File: src/rtl/im_fetch_ctrl.sv
// Instruction-fetch sequencer for im_4k: owns the fetch PC, buffers fetched words with
// their PCs in a 2-entry prefetch FIFO and presents them to decode over valid/ready.
module im_fetch_ctrl #(
    parameter int          ADDR_W   = 10,
    parameter logic [31:0] RESET_PC = 32'h0000_3000
) (
    input  logic              clk,
    input  logic              rst_n,
    input  logic              fetch_en,
    output logic [ADDR_W-1:0] im_addr,
    input  logic [31:0]       im_dout,
    input  logic              redirect,
    input  logic [31:0]       redirect_pc,
    output logic              inst_valid,
    input  logic              inst_ready,
    output logic [31:0]       inst,
    output logic [31:0]       inst_pc
);

    typedef enum logic {IDLE, FETCH} state_t;

    state_t      state_reg, state_next;
    logic [31:0] fetch_pc_reg;
    logic [1:0]  count_reg;
    logic        rd_ptr_reg, wr_ptr_reg;
    logic        push, pop;

    logic [31:0] pc_mem   [2];
    logic [31:0] word_mem [2];

    assign im_addr    = fetch_pc_reg[ADDR_W+1:2];
    assign inst_valid = (count_reg != 2'd0);
    assign inst       = inst_valid ? word_mem[rd_ptr_reg] : 32'h0;
    assign inst_pc    = inst_valid ? pc_mem[rd_ptr_reg]   : 32'h0;

    always_ff @(posedge clk or negedge rst_n) begin
        if (!rst_n) begin
            state_reg <= IDLE;
        end else begin
            state_reg <= state_next;
        end
    end

    // A push at a full buffer is only allowed when the head leaves in the same cycle.
    always_comb begin
        state_next = fetch_en ? FETCH : IDLE;
        pop        = inst_valid & inst_ready;
        push       = (state_reg == FETCH) & fetch_en & ~redirect &
                     ((count_reg < 2'd2) | pop);
    end

    always_ff @(posedge clk or negedge rst_n) begin
        if (!rst_n) begin
            fetch_pc_reg <= RESET_PC;
            count_reg    <= 2'd0;
            rd_ptr_reg   <= 1'b0;
            wr_ptr_reg   <= 1'b0;
        end else if (redirect) begin
            fetch_pc_reg <= {redirect_pc[31:2], 2'b00};
            count_reg    <= 2'd0;
            rd_ptr_reg   <= 1'b0;
            wr_ptr_reg   <= 1'b0;
        end else begin
            if (push) begin
                fetch_pc_reg <= fetch_pc_reg + 32'd4;
                wr_ptr_reg   <= ~wr_ptr_reg;
            end
            if (pop) begin
                rd_ptr_reg <= ~rd_ptr_reg;
            end
            case ({push, pop})
                2'b10:   count_reg <= count_reg + 2'd1;
                2'b01:   count_reg <= count_reg - 2'd1;
                default: count_reg <= count_reg;
            endcase
        end
    end

    // Storage needs no reset: entries are only visible while count_reg says they are live.
    genvar gi;
    generate
        for (gi = 0; gi < 2; gi++) begin : g_entry
            always_ff @(posedge clk) begin
                if (push && (wr_ptr_reg == 1'(gi))) begin
                    pc_mem[gi]   <= fetch_pc_reg;
                    word_mem[gi] <= im_dout;
                end
            end
        end
    endgenerate

endmodule

File: config.mk
export PLATFORM = sky130hd
export DESIGN_NAME = im_fetch_ctrl
export DESIGN_NICKNAME = d
export VERILOG_FILES = /design/src/rtl/im_fetch_ctrl.sv
export SDC_FILE = /design/constraint.sdc
export NUM_CORES = 1
export LEC_CHECK = 0
export BUFFER_PORTS_ARGS = -buffer_cell sky130_fd_sc_hd__buf_4
export CORE_ASPECT_RATIO = 1.75
export CORE_MARGIN = 3
export CORE_UTILIZATION = 53
export DETAILED_ROUTE_END_ITERATION = 10
export PLACE_DENSITY = 0.78
export SLEW_MARGIN = 15
export SYNTH_ARGS = -nofsm -noshare
export SYNTH_HDL_FRONTEND = slang
export SYNTH_SLANG_ARGS = --single-unit
File: constraint.sdc
create_clock -name clk -period 8.28 [get_ports clk]
set_clock_uncertainty 0.1 [all_clocks]
set_input_delay 0.828 -clock clk [delete_from_list [all_inputs] [get_ports clk]]
set_output_delay 0.828 -clock clk [all_outputs]
set_load 0.005 [all_outputs]
==> impl_results.md, run 1 <==
- Die Height: between 150 and 200 um
- Fin Setup TNS: 0 ns
- H-tree Lvls: 4
- Power consumption: 1.839 mW
- Starting DRC count in detailed routing: 256
- CTS tree: yes
- DRT Wirelength: 14770 um
- Post-synth top area share: 0.5439
- Area after DPL: 7943 um2
- Die W: 91.92 um
- Nature of the critical path startpoint: flop
- Post-CTS Resized: 0
- Cts bufs inserted: 17
- Clock Pin Slew Worst Setup and Hold Paths: 0.07 ns
- Sequential share of the synthesized area: 0.6721
- Final count of pins violating max slew: 0
- Area Overhead vs Synth: 24.40%
- CP Max Fanout: 63
- IO Port Bufs: 139
- Drt wl/cell: approximately 18 um
- Max Clk Rate: roughly 320 MHz
- Ys flop type: edfxtp_1
- Synth cell types: 46
- Die footprint: 14370 um2
- Clock root cell: clkbuf_16
- Min Tclk post-route: approximately 3.1 ns
- CORE AREA: 12570 um2
- Synth Register Bits: 159
- Routed Antenna Nets: 0
- NumNets Final: 715
- Design area: 8517 um2
- # rows: 54
- Kind of end point of the critical path: primary output
- PD cells: 215.9 nW/um2
- Buffer count from post-CTS setup fixing: 0
- Grt ovf: 0
- Max cap viols: 0
- Initial Utilization: 0.5448
- Leakage power: about 3.1 nW
- Final RePlAce weighted congestion: 0.8603
- Via count: 4632
- DRT Pass-1 Iters: 4
- Num ports: roughly 140
- Fraction of layout cells with a size suffix above 1: 0.2857
- Worst Max-Slew Pin Slew: 1.111 ns
- Drt via density: 5.608
- Largest net degree at the start of global routing: 64
- Ys Warns: 0
- Number of fillers in the final layout: 943
- First-pass GRT wire length: 23340 um
- Final setup violating endpoints: 0
- Overall Global Routing Usage: 0.2084
- Top cells by area, synth: edfxtp_1 (54%), dfrtp_1 (12%), mux2i_1 (9.2%)
- CP arrival: 2.18 ns
- Worst EP required: ~7.4 ns
- Unrepaired setup endpoints after global routing: no
- Vias in the first global route: 4761
- Initial antenna violation count: 0
- Normalized max-slew margin: 0.2596
- Post-synth ARST share: 0.2201
- CTS Hold Bufs: 0
- Hold Fails Final Rpt: 0
- Leading cell types by count after synthesis: edfxtp_1 (124), nor2_1 (83), mux2i_1 (63)
- Worst min-delay path category: input pin to asynchronous set/reset pin
- Mapped Cells: approximately 520
- Period utilization: 0.3759
- Setup CP Type: flop to primary output
- EDFF count, synth: 124
- Peak VDD IR: 0.0001623 V
- Final HPWL DP: 9743 um
- Clk Latency, worst-skew pair: 0.42 ns
- Number of flip-flops in the largest register: 64
- Maximum clock insertion buffer count: 2
- Ant diodes: 0
- Sink Count: 159
- Most common cell in the netlist: edfxtp_1
- Synth Area per Inst: 13.09 um2
- Synth Cell Area: between 6000 and 7000 um2
- Cell taking the most area after synthesis: edfxtp_1
- Run status: complete, no violations
- Post-route DRC: 0
## per-stage QoR
step                utilization  std cells  hold slack, ns  worst slack, ns
CTS                      0.6777        826          0.2623            5.115
finish                   0.6777        826          0.2573            5.168
global placement         0.6320        794          0.3558            5.062
floorplan                     -        524          0.3402           0.3647
global route             0.6777        826          0.2802            4.998
detailed placement       0.6320        794          0.3603            4.986
## final timing paths
kind / from / endpoint / slack, ns / depth (start not counted)
worst min-delay path: rst_n / fetch_pc_reg[25] / 0.26 / 1
worst max register to register: count_reg[1] / word_mem[1][2] / 5.76 / 4
worst min register to register: fetch_pc_reg[29] / pc_mem[1][29] / 0.40 / 0
max in group asynchronous: rst_n / rd_ptr_reg / 7.45 / 1
worst max-delay path: rd_ptr_reg / inst_pc[30] / 5.17 / 3
min in group clk: fetch_pc_reg[29] / pc_mem[1][29] / 0.40 / 0
## placed cells by master, fill, tap and decap left out, drive strengths merged, types with 9 or more instances in the layout
master	count
buf	143
edfxtp	124
nor2	83
mux2i	63
dfrtp	33
nand2	23
clkbuf	17
inv	17
o21ai	15
a31oi	15
nand3	14
nand4	14
o31ai	9
## logic make-up after synthesis
| family | after synthesis | share of synthesized area |
|---|---|---|
| compound gates | 56 | 0.05519 |
| xor+xnor | 10 | 0.01279 |
| fa+ha+maj | 1 | 0.001827 |
| buf+inv | 50 | 0.03564 |
| flops | 159 | 0.6721 |
| mux | 64 | 0.09375 |
| other cells | 1 | 0.0005477 |
| simple gates | 182 | 0.1281 |
## power by group
group / internal (mW) / leakage [nW] / switching, mW / total (mW)
clock network: 0.424 / 0.279 / 0.327 / 0.751
logic: 0.0780 / 1.31 / 0.0713 / 0.149
registers: 0.899 / 1.54 / 0.0404 / 0.939
total: 1.40 / 3.13 / 0.439 / 1.84
## worst max-delay path: stages, from the launching register on
cell and delay (ns):
dfrtp_4 1.14, mux2i_1 0.17, nor2_1 0.24, buf_4 0.16
## area by class of cell
cell class	instances	area [um2]	area share
well taps	168	210.2	0.02468
clock inverters	15	148.9	0.01748
flip-flops and latches	159	4606	0.5408
inverters	9	33.78	0.003967
clock buffers	17	425.4	0.04995
multi-input cells	315	2019	0.2371
repair buffers	143	1074	0.1260
## layer usage
layer  GRT usage  share of wire
met2      0.3874           0.55
met4     0.09355          0.026
met5           0              0
met1      0.2289           0.37
met3     0.03800          0.049
Power figures use the tool's default switching activity.
==> inputs of run 2 (changes only) <==
--- a/config.mk
+++ b/config.mk
@@ -5,12 +5,13 @@
 export SDC_FILE = /design/constraint.sdc
 export NUM_CORES = 1
 export LEC_CHECK = 0
+export ABC_AREA = 1
 export BUFFER_PORTS_ARGS = -buffer_cell sky130_fd_sc_hd__buf_4
 export CORE_ASPECT_RATIO = 1.75
 export CORE_MARGIN = 3
 export CORE_UTILIZATION = 53
 export DETAILED_ROUTE_END_ITERATION = 10
-export PLACE_DENSITY = 0.78
+export PLACE_DENSITY = 0.77
 export SLEW_MARGIN = 15
 export SYNTH_ARGS = -nofsm -noshare
 export SYNTH_HDL_FRONTEND = slang
==> constraint.sdc (replaced) <==
create_clock -name clk -period 2.9 [get_ports clk]
set_clock_uncertainty 0.1 [all_clocks]
set_input_delay 0.29 -clock clk [delete_from_list [all_inputs] [get_ports clk]]
set_output_delay 0.29 -clock clk [all_outputs]
set_load 0.005 [all_outputs]
==> run 2 against run 1 <==
Critical path depth rose by 1. Final area up 9.8%. Synthesized cell count grew 44%. Sequential share of layout area decreased by 4.9 points. Flip-flop and latch count did not move.
==> impl_results.md, run 2 <==
- Multi-input gate area: between 2000 and 2500 um2
- Max cap viols: 0
- Cells along the critical path: nor2_4 > buf_12 > a21oi_1 > buf_4
- Most frequent cells in the layout: nand2_1 (302), buf_4 (144), edfxtp_1 (124), a21oi_1 (66), nor2_1 (50)
- Post-route DRC: 0
- Synth Area per Inst: 9.642 um2
- Leading cell types by count after synthesis: nand2_1 (302), edfxtp_1 (124), a21oi_1 (66)
- Die footprint: 15180 um2
- CORE AREA: 13140 um2
- Hold slack: 0.01387 ns
- PD cells: 675.8 nW/um2
- Normalized max-slew margin: 0.5465
- DRT Pass-1 Iters: 5
- Fin Setup TNS: 0 ns
- Area Overhead vs Synth: 28.99%
- CTS tree: yes
- Sequential share of the synthesized area: 0.6347
- Reg2reg path depth: 4
- Cell taking the most area after synthesis: edfxtp_1
- Maximum clock insertion buffer count: 2
- Starting DRC count in detailed routing: 352
- Fraction of layout cells with a size suffix above 1: 0.2255
- Largest net degree at the start of global routing: 65
- Synth cell types: 37
- CTS Hold Bufs: 34
- CP Max Fanout: 44
- Drt wl/cell: 15.32 um
- Number of fillers in the final layout: 953
- Worst min-delay path category: input pin to flop
- Leakage power: around 3.9 nW
- Dpl ws: 0.8147 ns
- Min Tclk post-route: 2.341 ns
- Clock root cell: clkbuf_16
- Worst EP required: 2.51 ns
- Top cells by area, synth: edfxtp_1 (51%), nand2_1 (16%), dfrtp_1 (11%)
- Post-synth top area share: 0.5135
- Nature of the critical path startpoint: flop
- Number of flip-flops in the largest register: 64
- Power consumption: 6.320 mW
- Worst R2R Start: count_reg[1]
- Peak per-stage delay on the critical path: 0.50 ns
- Mapped Cells: 752
- Worst Slack Setup Final: 0.5592 ns
- Hold Fails Final Rpt: 0
- Num ports: roughly 140
- Max Clk Rate: 427.2 MHz
- H-tree Lvls: 4
- Routed Antenna Nets: 0
- Post-synth ARST share: 0.2201
- Die W: 94.42 um
- Reg area: 4603 um2
- Die Height: 160.7 um
- Synth Register Bits: 159
- Initial Utilization: 0.5516
- Vias in the first global route: about 5.7k
- Post-CTS Resized: 0
- Clock Pin Slew Worst Setup and Hold Paths: around 0.06 ns
- Slowest-stage cell, CP: nor2_4
- Kind of end point of the critical path: primary output
- Ant diodes: 0
- Drt via density: around 5.1
- Ys Warns: 0
- IO Port Bufs: 139
- DRT Wirelength: 16830 um
- Final RePlAce weighted congestion: 0.9193
- CP startpoint: count_reg[1]
- Sink Count: about 160
- Worst Max-Slew Pin Slew: 0.6802 ns
- First-pass GRT wire length: ~27000 um
- EDFF count, synth: 124
- Ys flop type: edfxtp_1
- Final HPWL DP: 11070 um
- NumNets Final: 984
- Commonest non-fill, non-tap cell in the layout: nand2_1
- Clk Latency, worst-skew pair: 0.41 ns
- Cts bufs inserted: 17
- Final setup violating endpoints: 0
- Min-delay src: redirect_pc[6]
- Run status: complete, no violations
- Synth Cell Area: slightly above 7000 um2
- Final count of pins violating max slew: 0
- Peak VDD IR: 0.0004292 V
- Most common cell in the netlist: nand2_1
- Initial antenna violation count: 0
- CP arrival: around 2 ns
- Buffer count from post-CTS setup fixing: 0
- Period utilization: 0.8072
- Via count: 5646
- Grt ovf: 0
- Overall Global Routing Usage: 0.2270
- Hold Path Depth: 3
- Setup CP Type: flop to primary output
- # rows: 55
- Unrepaired setup endpoints after global routing: no
-- run 2: cell count changes in the layout (fill, tap and decap cells not counted), moves of 15 or more --
| cell | delta |
|---|---|
| dlygate4sd3_1 | +34 |
| a21oi_1 | +64 |
| nand2_1 | +279 |
| nor2_1 | -32 |
| inv_1 | +40 |
| mux2i_1 | -63 |
| a31oi_1 | -15 |
-- run 2: path summary, 6_finish.rpt --
path                       slack [ns]          endpoint
setup reg to reg                 0.94     pc_mem[0][26]
min in group asynchronous        0.28  fetch_pc_reg[22]
hold / removal                   0.01   fetch_pc_reg[6]
max in group asynchronous        2.06  fetch_pc_reg[12]
hold reg to reg                  0.43     pc_mem[1][30]
setup / recovery                 0.56       inst_pc[20]
-- run 2: stage by stage --
stage | instance area, um2 | utilization | std cells
2_1_floorplan | 7259 | - | 753
3_3_place_gp | 8388 | 0.6382 | 1032
3_5_place_dp | 8388 | 0.6382 | 1032
4_1_cts | 9353 | 0.7116 | 1098
5_1_grt | 9353 | 0.7116 | 1098
6_report | 9353 | 0.7116 | 1098
-- run 2: report_power, final --
group / total, mW / switching [mW] / internal, mW
Sequential: 2.73 / 0.131 / 2.60
Clock: 2.32 / 0.936 / 1.39
Combinational: 1.27 / 0.692 / 0.577
-- run 2: cell families (layout without fill, tap and decap cells) --
| family | after synthesis | after routing | share of synthesized area |
|---|---|---|---|
| fa+ha+maj | 1 | 1 | 0.001725 |
| xor+xnor | 8 | 8 | 0.009664 |
| buf+inv | 89 | 263 | 0.05746 |
| compound gates | 96 | 96 | 0.07437 |
| flops | 159 | 159 | 0.6347 |
| simple gates | 398 | 398 | 0.2216 |
| other cells | 1 | 2 | 0.0005172 |
-- run 2: final cells by class --
cell class                 instances  area share
clock buffer                      17     0.04548
clock inverter                    15     0.02127
inverter                          51     0.02127
multi-input combinational        505      0.2407
sequential                       159      0.4922
tap                              171     0.02288
timing repair buffer             180      0.1563
-- run 2: critical path, delay by kind of cell, from the launching register on --
family,cells,cell delay [ns]
simple gates,1,0.50
flops,1,0.48
compound gates,1,0.09
buf+inv,2,0.43
-- run 2: metal layers --
metal | track usage | share of wire | vias to the layer above
met1 | 0.2526 | 0.37 | 2677
met4 | 0.09073 | 0.024 | 0
met5 | 0 | 0 | -
met2 | 0.4191 | 0.55 | 165
li1 | - | - | 2775
met3 | 0.03889 | 0.052 | 29
